==> src/rtl/change_dispenser.sv <==
// change_dispenser: pays owed change back out through a coin hopper.
// Each coffee event adds its balance (in 25p units) to a saturating owed
// counter. The FSM drives the hopper through a req/ack handshake, one coin
// per handshake. It enforces a low gap between coins, faults on an ack
// timeout, and keeps a sticky overflow flag.
// Optional feature macro: DISP_50_EN adds a 50p hopper (coin50_req/coin50_ack)
// that is used whenever at least two units are owed.
module change_dispenser #(
  parameter int CNT_W          = 4,
  parameter int TIMEOUT_CYCLES = 16,
  parameter int GAP_CYCLES     = 2
) (
  input  logic             clk,
  input  logic             rst,
  input  logic             coffee,
  input  logic [1:0]       balance,
  input  logic             coin_ack,
  input  logic             fault_clr,
  output logic             coin_req,
  output logic             busy,
  output logic [CNT_W-1:0] owed,
  output logic             done,
  output logic             fault,
  output logic             ovf
`ifdef DISP_50_EN
  ,
  input  logic             coin50_ack,
  output logic             coin50_req
`endif
);

  localparam int TW = (TIMEOUT_CYCLES > 2) ? $clog2(TIMEOUT_CYCLES) : 1;
  localparam int GW = $clog2(GAP_CYCLES + 1);
  localparam logic [CNT_W+1:0] OWED_MAX = {2'b00, {CNT_W{1'b1}}};

  typedef enum logic [1:0] {
    S_IDLE,
    S_REQ,
    S_GAP,
    S_FAULT
  } state_t;

  state_t            state;
  logic [TW-1:0]     timer;
  logic [GW-1:0]     gap_cnt;
  logic              ack_seen;
  logic [1:0]        dec;
  logic [1:0]        add;
  logic [CNT_W+1:0]  sum;
  logic [CNT_W-1:0]  owed_next;
  logic              sat;
`ifdef DISP_50_EN
  logic              big;
  logic              start50;
`endif

  // Units paid this edge and the saturating owed update.
  always_comb begin
    ack_seen = 1'b0;
    dec      = 2'd0;
`ifdef DISP_50_EN
    start50  = (owed >= CNT_W'(2));
    if (state == S_REQ) begin
      if (big) begin
        ack_seen = coin50_ack;
        dec      = coin50_ack ? 2'd2 : 2'd0;
      end else begin
        ack_seen = coin_ack;
        dec      = coin_ack ? 2'd1 : 2'd0;
      end
    end
`else
    if (state == S_REQ) begin
      ack_seen = coin_ack;
      dec      = coin_ack ? 2'd1 : 2'd0;
    end
`endif
    add = coffee ? balance : 2'd0;
    sum = {2'b00, owed} + {{CNT_W{1'b0}}, add} - {{CNT_W{1'b0}}, dec};
    sat = (sum > OWED_MAX);
    owed_next = sat ? {CNT_W{1'b1}} : sum[CNT_W-1:0];
  end

  // Dispense FSM with registered outputs; owed accumulates in every state.
  always_ff @(posedge clk) begin
    if (!rst) begin
      state    <= S_IDLE;
      timer    <= '0;
      gap_cnt  <= '0;
      owed     <= '0;
      coin_req <= 1'b0;
      busy     <= 1'b0;
      done     <= 1'b0;
      fault    <= 1'b0;
      ovf      <= 1'b0;
`ifdef DISP_50_EN
      coin50_req <= 1'b0;
      big        <= 1'b0;
`endif
    end else begin
      owed <= owed_next;
      if (sat) ovf <= 1'b1;
      done <= 1'b0;
      case (state)
        S_IDLE: begin
          if (owed != '0) begin
            state <= S_REQ;
            busy  <= 1'b1;
            timer <= '0;
`ifdef DISP_50_EN
            big        <= start50;
            coin50_req <= start50;
            coin_req   <= !start50;
`else
            coin_req <= 1'b1;
`endif
          end
        end
        S_REQ: begin
          if (ack_seen) begin
            coin_req <= 1'b0;
`ifdef DISP_50_EN
            coin50_req <= 1'b0;
`endif
            timer   <= '0;
            gap_cnt <= GW'(GAP_CYCLES);
            state   <= S_GAP;
          end else if (timer == TW'(TIMEOUT_CYCLES - 1)) begin
            coin_req <= 1'b0;
`ifdef DISP_50_EN
            coin50_req <= 1'b0;
`endif
            timer <= '0;
            fault <= 1'b1;
            state <= S_FAULT;
          end else begin
            timer <= timer + TW'(1);
          end
        end
        S_GAP: begin
          // Leaving on the cycle the count would hit 0 keeps the request
          // low for exactly GAP_CYCLES cycles.
          if (gap_cnt <= GW'(1)) begin
            gap_cnt <= '0;
            if (owed != '0) begin
              state <= S_REQ;
              timer <= '0;
`ifdef DISP_50_EN
              big        <= start50;
              coin50_req <= start50;
              coin_req   <= !start50;
`else
              coin_req <= 1'b1;
`endif
            end else begin
              state <= S_IDLE;
              busy  <= 1'b0;
              done  <= 1'b1;
            end
          end else begin
            gap_cnt <= gap_cnt - GW'(1);
          end
        end
        S_FAULT: begin
          if (fault_clr) begin
            fault <= 1'b0;
            busy  <= 1'b0;
            state <= S_IDLE;
          end
        end
        default: begin
          state <= S_IDLE;
          busy  <= 1'b0;
        end
      endcase
    end
  end

endmodule

==> config.mk <==
export PLATFORM = sky130hd
export DESIGN_NAME = change_dispenser
export DESIGN_NICKNAME = d
export VERILOG_FILES = /design/src/rtl/change_dispenser.sv
export SDC_FILE = /design/constraint.sdc
export NUM_CORES = 1
export LEC_CHECK = 0
export ABC_AREA = 1
export BUFFER_PORTS_ARGS = -buffer_cell sky130_fd_sc_hd__buf_2
export CORE_MARGIN = 1.5
export CORE_UTILIZATION = 41
export DETAILED_ROUTE_END_ITERATION = 16
export PLACE_DENSITY = 0.67
export RECOVER_POWER = 25
export SYNTH_ARGS = -nofsm -noshare
export SYNTH_HDL_FRONTEND = slang
export SYNTH_SLANG_ARGS = --single-unit
==> constraint.sdc <==
create_clock -name clk -period 5.7 [get_ports clk]
set_clock_uncertainty 0.1 [all_clocks]
set_input_delay 0.57 -clock clk [delete_from_list [all_inputs] [get_ports clk]]
set_output_delay 0.57 -clock clk [all_outputs]
set_load 0.02 [all_outputs]
==> results of run 1 <==
==> worst max-delay path, cell delays in order (launching register included) <==
cell and delay (ns):
dfxtp_1 0.44, clkinvlp_2 0.31, nor2_1 0.27, nand2_1 0.13, inv_1 0.07, ha_1 0.21
inv_1 0.05, ha_1 0.15, inv_1 0.05, fa_1 0.40, nand3b_1 0.19, nand3_1 0.17
nand3_1 0.10, nor2_1 0.09, nor2_1 0.04
==> through the flow <==
step                cell area [µm²]  instances
global placement               1120        180
CTS                            1150        184
global route                   1130        184
floorplan                      1020        138
detailed placement             1120        180
finish                         1130        184
==> metal layers <==
| metal | routed length (µm) | up-vias | global-route usage |
|---|---|---|---|
| li1 | - | 483 | - |
| met1 | 921 | 402 | 0.197 |
| met2 | 867 | 17 | 0.269 |
| met3 | 103 | 2 | 0.0621 |
| met4 | 12 | 0 | 0.0427 |
| met5 | 0 | - | 0 |
==> logic make-up after synthesis <==
group,after synthesis,synth area share
adder cells (fa/ha/maj),9,0.117
flip-flops,17,0.333
AO/OA/AOI/OAI,17,0.0954
buffers and inverters,26,0.105
AND/OR/NAND/NOR,66,0.324
XOR/XNOR,3,0.0257
==> cells in the mapped netlist, types with 2 or more instances <==
master,number,share of area
nand2_1,26,0.095
inv_1,21,0.077
dfxtp_1,17,0.33
a21oi_1,11,0.054
nand3_1,11,0.054
nor2_1,11,0.040
ha_1,8,0.098
nand4_1,4,0.024
inv_2,3,0.011
nand3_2,3,0.029
xor2_1,3,0.026
nand2_2,2,0.012
nor2_2,2,0.012
nor3_1,2,0.0098
o21ai_1,2,0.0098
o21ai_2,2,0.017
==> path summary, 6_finish.rpt <==
check | start | to | slack, ns | depth (start not counted)
worst min-delay path | busy | busy | 0.36 | 2
worst min register to register | busy | busy | 0.36 | 2
worst max register to register | state[0] | owed[3] | 2.81 | 14
worst max-delay path | state[0] | owed[3] | 2.81 | 14
==> cell type report <==
cell class / instances / area (µm²)
clock buffer: 3 / 22.5
clock inverter: 1 / 5.00
fill: 225 / 1140
inverter: 25 / 95.1
multi-input combinational: 95 / 558
sequential: 17 / 340
tap: 28 / 35.0
timing repair buffer: 15 / 75.1
==> registers in the layout, summed over array words and instances, names as in the netlist <==
signal,flops
busy,1
coin_req,1
done,1
fault,1
gap_cnt,2
ovf,1
owed,4
state,2
timer,4
==> power by group through the flow <==
stage | clock, mW | combinational, mW | sequential (mW)
CTS | 0.0686 | 0.384 | 0.192
floorplan | 0 | 0.274 | 0.221
global route | 0.0726 | 0.429 | 0.193
finish | 0.0643 | 0.376 | 0.188
detailed placement | 0 | 0.381 | 0.195
global placement | 0 | 0.379 | 0.193
==> summary.txt, run 1 <==
Placed design
  • IO buf count: 15
  • Placement Setup Slack: 3.06 ns
  • HPWL after DPL: 1.50 mm
  • Global placement routability congestion: 0.886

Hold path
  • Hold crit path type: reg -> reg

Global route
  • Global route total overflow: 0
  • Initial antenna violation count: 0
  • First-pass GRT wire length: 3.31 mm
  • Number of global-route vias before repair: 819
  • Pin count of the biggest net entering global routing: 11
  • Gr usage total: 0.163

Drt
  • Post-DR wirelength/cell: 10.3 µm
  • DRT antenna net count: 0
  • Via count: 904
  • DRT Wirelength: 1.90 mm
  • Drt via density: 4.91
  • DRT Pass-1 Iters: 4
  • Drt drc: 0
  • DRT iter0 DRCs: 26

Die
  • Core area: 2280 µm²
  • Die footprint: 2800 µm²
  • Die H: 53.0 µm
  • Die width: 53.0 µm
  • Initial Util: 0.450
  • Total number of placement rows: 17
  • Top-Level Pins: 16

Timing
  • Unrepaired setup endpoints after global routing: no
  • Final Max Tran Viols: 0
  • Hold Slack: 0.363 ns
  • Final worst-path cycle share: 0.507
  • Rel. slew slack: 0.530
  • Hold Vio Cnt, Final: 0
  • Setup-failing EPs final: 0
  • Final worst setup slack: 2.81 ns
  • Least-Margin Pin Slew: 0.697 ns
  • Setup_tns: 0 ns
  • FMAX: 346 MHz
  • Minimum clock period: 2.89 ns

Flow run
  • Max Cap Viol: 0

Clock network
  • CTS tree: done
  • Root buffer cell: clkbuf_4
  • Worst-path clk slew: 0.10 ns
  • Post-cts gate resize count: 0
  • H-tree levels: 1
  • Num CTS Buffers: 3
  • Setup bufs post-CTS: 0
  • Clock buffer depth: 2
  • CTS Sinks: 17
  • CTS Hold Bufs: 0
  • Clk Latency, worst-skew pair: 0.29 ns

Cells and area
  • Layout cells sized above 1: 0.199
  • N_diodes: 0
  • Most frequent cells in the layout: nand2_1, inv_1, dfxtp_1
  • Layout area overhead: 10.5%
  • Most common library cell in the layout ignoring fill and taps: nand2_1
  • Final nets: 173
  • Final Util: 0.497

Pwr
  • Gate power share: 0.598
  • Switch share: 0.489
  • Sequential Power Share: 0.299
  • Tot Pwr: 0.628 mW
  • Internal: 0.321 mW
  • Power Dens Cells: 555 nW/µm²
  • P_sw: 0.307 mW
  • VDD IR-drop max: 0.271 mV
  • Clock power frac: 0.102
  • Leakage: 0.598 nW

Synth
  • Synth warn: 0
  • Syn Inst Count: 138
  • Synth Register Bits: 17
  • Post-synth EDFFs: 0
  • Avg Synthesized Cell Area: 7.42 µm²
  • Fraction of registers with async set/reset: 0
  • Syn Nets: 154
  • Synth cell types: 26
  • Mapped cell area: 1020 µm²
  • Seq/Total Area, Yosys: 0.333
  • Post-synth top flop: dfxtp_1

Setup path
  • Worst Path Class, Setup: reg -> reg
  • Crit start category: register
  • Maximum fanout along the worst path: 8
  • Worst path arrival time: 2.97 ns
  • CP required: 5.78 ns
  • Worst setup EP type: register

Run status
  • Status: finished, final reports clean
Power figures use the tool's default switching activity.
==> run 2, diff against run 1 <==
--- a/config.mk
+++ b/config.mk
@@ -10,7 +10,7 @@
 export CORE_MARGIN = 1.5
 export CORE_UTILIZATION = 41
 export DETAILED_ROUTE_END_ITERATION = 16
-export PLACE_DENSITY = 0.67
+export PLACE_DENSITY = 0.69
 export RECOVER_POWER = 25
 export SYNTH_ARGS = -nofsm -noshare
 export SYNTH_HDL_FRONTEND = slang
==> constraint.sdc (replaced) <==
create_clock -name clk -period 2.45 [get_ports clk]
set_clock_uncertainty 0.1 [all_clocks]
set_input_delay 0.245 -clock clk [delete_from_list [all_inputs] [get_ports clk]]
set_output_delay 0.245 -clock clk [all_outputs]
set_load 0.02 [all_outputs]
==> run 2 against run 1 <==
Global-route usage up 1.0 points; sequential share of layout area down 1.3 points; total power up 150%; sequential power up 130%; largest power group unchanged.
==> summary.txt, run 2 (synthesis results as in run 1) <==
Run status
  • Status: finished, final reports clean (unchanged)

Pwr
  • Tot Pwr: 1.57 mW (was 0.628 mW)
  • Gate power share: 0.624 (was 0.598)
  • VDD IR-drop max: 0.740 mV (was 0.271 mV)
  • P_sw: 0.770 mW (was 0.307 mW)
  • Sequential Power Share: 0.276 (was 0.299)
  • Power Dens Cells: 1320 nW/µm² (was 555 nW/µm²)
  • Switch share: 0.492 (was 0.489)
  • Clock power frac: 0.100 (was 0.102)
  • Internal: 0.797 mW (was 0.321 mW)
  • Leakage: 0.604 nW (was 0.598 nW)

Placed design
  • Global placement routability congestion: 0.886 (about the same)
  • Placed cells: 184 (was 180)
  • Placed Area: 1150 µm² (was 1120 µm²)
  • HPWL after DPL: 1.59 mm (was 1.50 mm)
  • IO buf count: 15 (unchanged)
  • Placement Setup Slack: 0.0759 ns (was 3.06 ns)

Clock network
  • CTS Hold Bufs: 0 (unchanged)
  • Post-cts gate resize count: 0 (unchanged)
  • Worst-path clk slew: 0.11 ns (was 0.10 ns)
  • Setup bufs post-CTS: 0 (unchanged)
  • Num CTS Buffers: 3 (unchanged)
  • Root buffer cell: clkbuf_4 (unchanged)
  • Clk Latency, worst-skew pair: 0.29 ns (about the same)
  • H-tree levels: 1 (unchanged)
  • CTS Sinks: 17 (unchanged)
  • CTS tree: done (unchanged)
  • Clock buffer depth: 2 (unchanged)

Timing
  • Rel. slew slack: 0.815 (was 0.530)
  • Final Max Tran Viols: 0 (unchanged)
  • Setup-failing EPs final: 0 (unchanged)
  • Setup_tns: 0 ns (unchanged)
  • Hold Vio Cnt, Final: 0 (unchanged)
  • Final worst-path cycle share: 0.909 (was 0.507)
  • Minimum clock period: 2.23 ns (was 2.89 ns)
  • Least-Margin Pin Slew: 0.277 ns (was 0.697 ns)
  • Hold Slack: 0.154 ns (was 0.363 ns)
  • Final worst setup slack: 0.224 ns (was 2.81 ns)
  • FMAX: 449 MHz (was 346 MHz)

Cells and area
  • Fill count: 248 (was 225)
  • Largest regs: owed x4, timer x4 (unchanged)
  • Final Util: 0.521 (was 0.497)
  • Layout area overhead: 15.9% (was 10.5%)
  • Most common library cell in the layout ignoring fill and taps: nand2_1 (unchanged)
  • Most frequent cells in the layout: nand2_1, inv_1, dfxtp_1 (unchanged)
  • Final Instance Area: 1190 µm² (was 1130 µm²)
  • Post-route insts no fill: 188 (was 184)
  • Layout cells sized above 1: 0.238 (was 0.199)
  • N_diodes: 0 (unchanged)
  • Final nets: 177 (was 173)

Die
  • Top-Level Pins: 16 (unchanged)
  • Initial Util: 0.450 (unchanged)
  • Die footprint: 2800 µm² (unchanged)
  • Die H: 53.0 µm (unchanged)
  • Core area: 2280 µm² (unchanged)
  • Die width: 53.0 µm (unchanged)
  • Total number of placement rows: 17 (unchanged)

Global route
  • Number of global-route vias before repair: 861 (was 819)
  • Global route total overflow: 0 (unchanged)
  • Initial antenna violation count: 0 (unchanged)
  • Pin count of the biggest net entering global routing: 11 (unchanged)
  • First-pass GRT wire length: 3.51 mm (was 3.31 mm)
  • Gr usage total: 0.173 (was 0.163)

Setup path
  • Worst path arrival time: 2.32 ns (was 2.97 ns)
  • CP required: 2.54 ns (was 5.78 ns)
  • Maximum fanout along the worst path: 5 (was 8)
  • Worst Path Class, Setup: reg -> reg (unchanged)
  • Worst setup EP type: register (unchanged)
  • Crit start category: register (unchanged)

Drt
  • DRT Pass-1 Iters: 4 (unchanged)
  • DRT antenna net count: 0 (unchanged)
  • Drt via density: 4.88 (was 4.91)
  • Via count: 917 (was 904)
  • Drt drc: 0 (unchanged)
  • Post-DR wirelength/cell: 10.9 µm (was 10.3 µm)
  • DRT Wirelength: 2.04 mm (was 1.90 mm)
  • DRT iter0 DRCs: 14 (was 26)

Hold path
  • Hold crit path type: in -> reg (was reg -> reg)

Flow run
  • Max Cap Viol: 0 (unchanged)
==> run 2: cell count changes in the layout (fill, tap and decap cells not counted), sizes merged <==
cell,before,now
inv,24,25
clkinvlp,1,0
buf,15,13
clkbuf,3,9
==> run 2: power groups by stage <==
stage          logic [mW]  registers [mW]  clock network [mW]
2_1_floorplan       0.636           0.515                   0
3_3_place_gp        0.942           0.432                   0
3_5_place_dp        0.960           0.435                   0
4_1_cts             0.968           0.429               0.163
5_1_grt              1.12           0.447               0.170
6_report            0.977           0.433               0.157
==> run 2: final cells by class <==
cell class / count / area (µm²) / area share
Multi-Input combinational cell: 95 / 588 / 0.496
Sequential cell: 17 / 342 / 0.288
Timing Repair Buffer: 19 / 97.6 / 0.0823
Inverter: 25 / 96.3 / 0.0812
Tap cell: 28 / 35.0 / 0.0295
Clock buffer: 3 / 22.5 / 0.0190
Clock inverter: 1 / 5.00 / 0.00422
==> run 2: layer usage <==
metal | track usage | routed length [µm]
met1 | 0.216 | 974
met5 | 0 | 0
met3 | 0.0339 | 65
met4 | 0.0897 | 34
met2 | 0.279 | 966
==> run 2: path summary, 6_finish.rpt <==
| kind | endpoint | start | depth (start not counted) | slack, ns |
|---|---|---|---|---|
| max | owed[3] | state[0] | 14 | 0.22 |
| min | owed[1] | rst | 3 | 0.15 |
| max reg2reg | owed[3] | state[0] | 14 | 0.22 |
| min reg2reg | coin_req | coin_req | 2 | 0.37 |
==> run 2: worst max-delay path, cell delays in order, from the launching register on <==
cell      delay (ns)
dfxtp_2         0.37
inv_4           0.03
nor2_2          0.08
nand2_1         0.09
inv_1           0.06
ha_1            0.21
inv_1           0.05
ha_1            0.15
inv_1           0.06
fa_2            0.35
nand3b_1        0.21
nand3_2         0.14
nand3_1         0.08
nor2_1          0.09
nor2_1          0.05
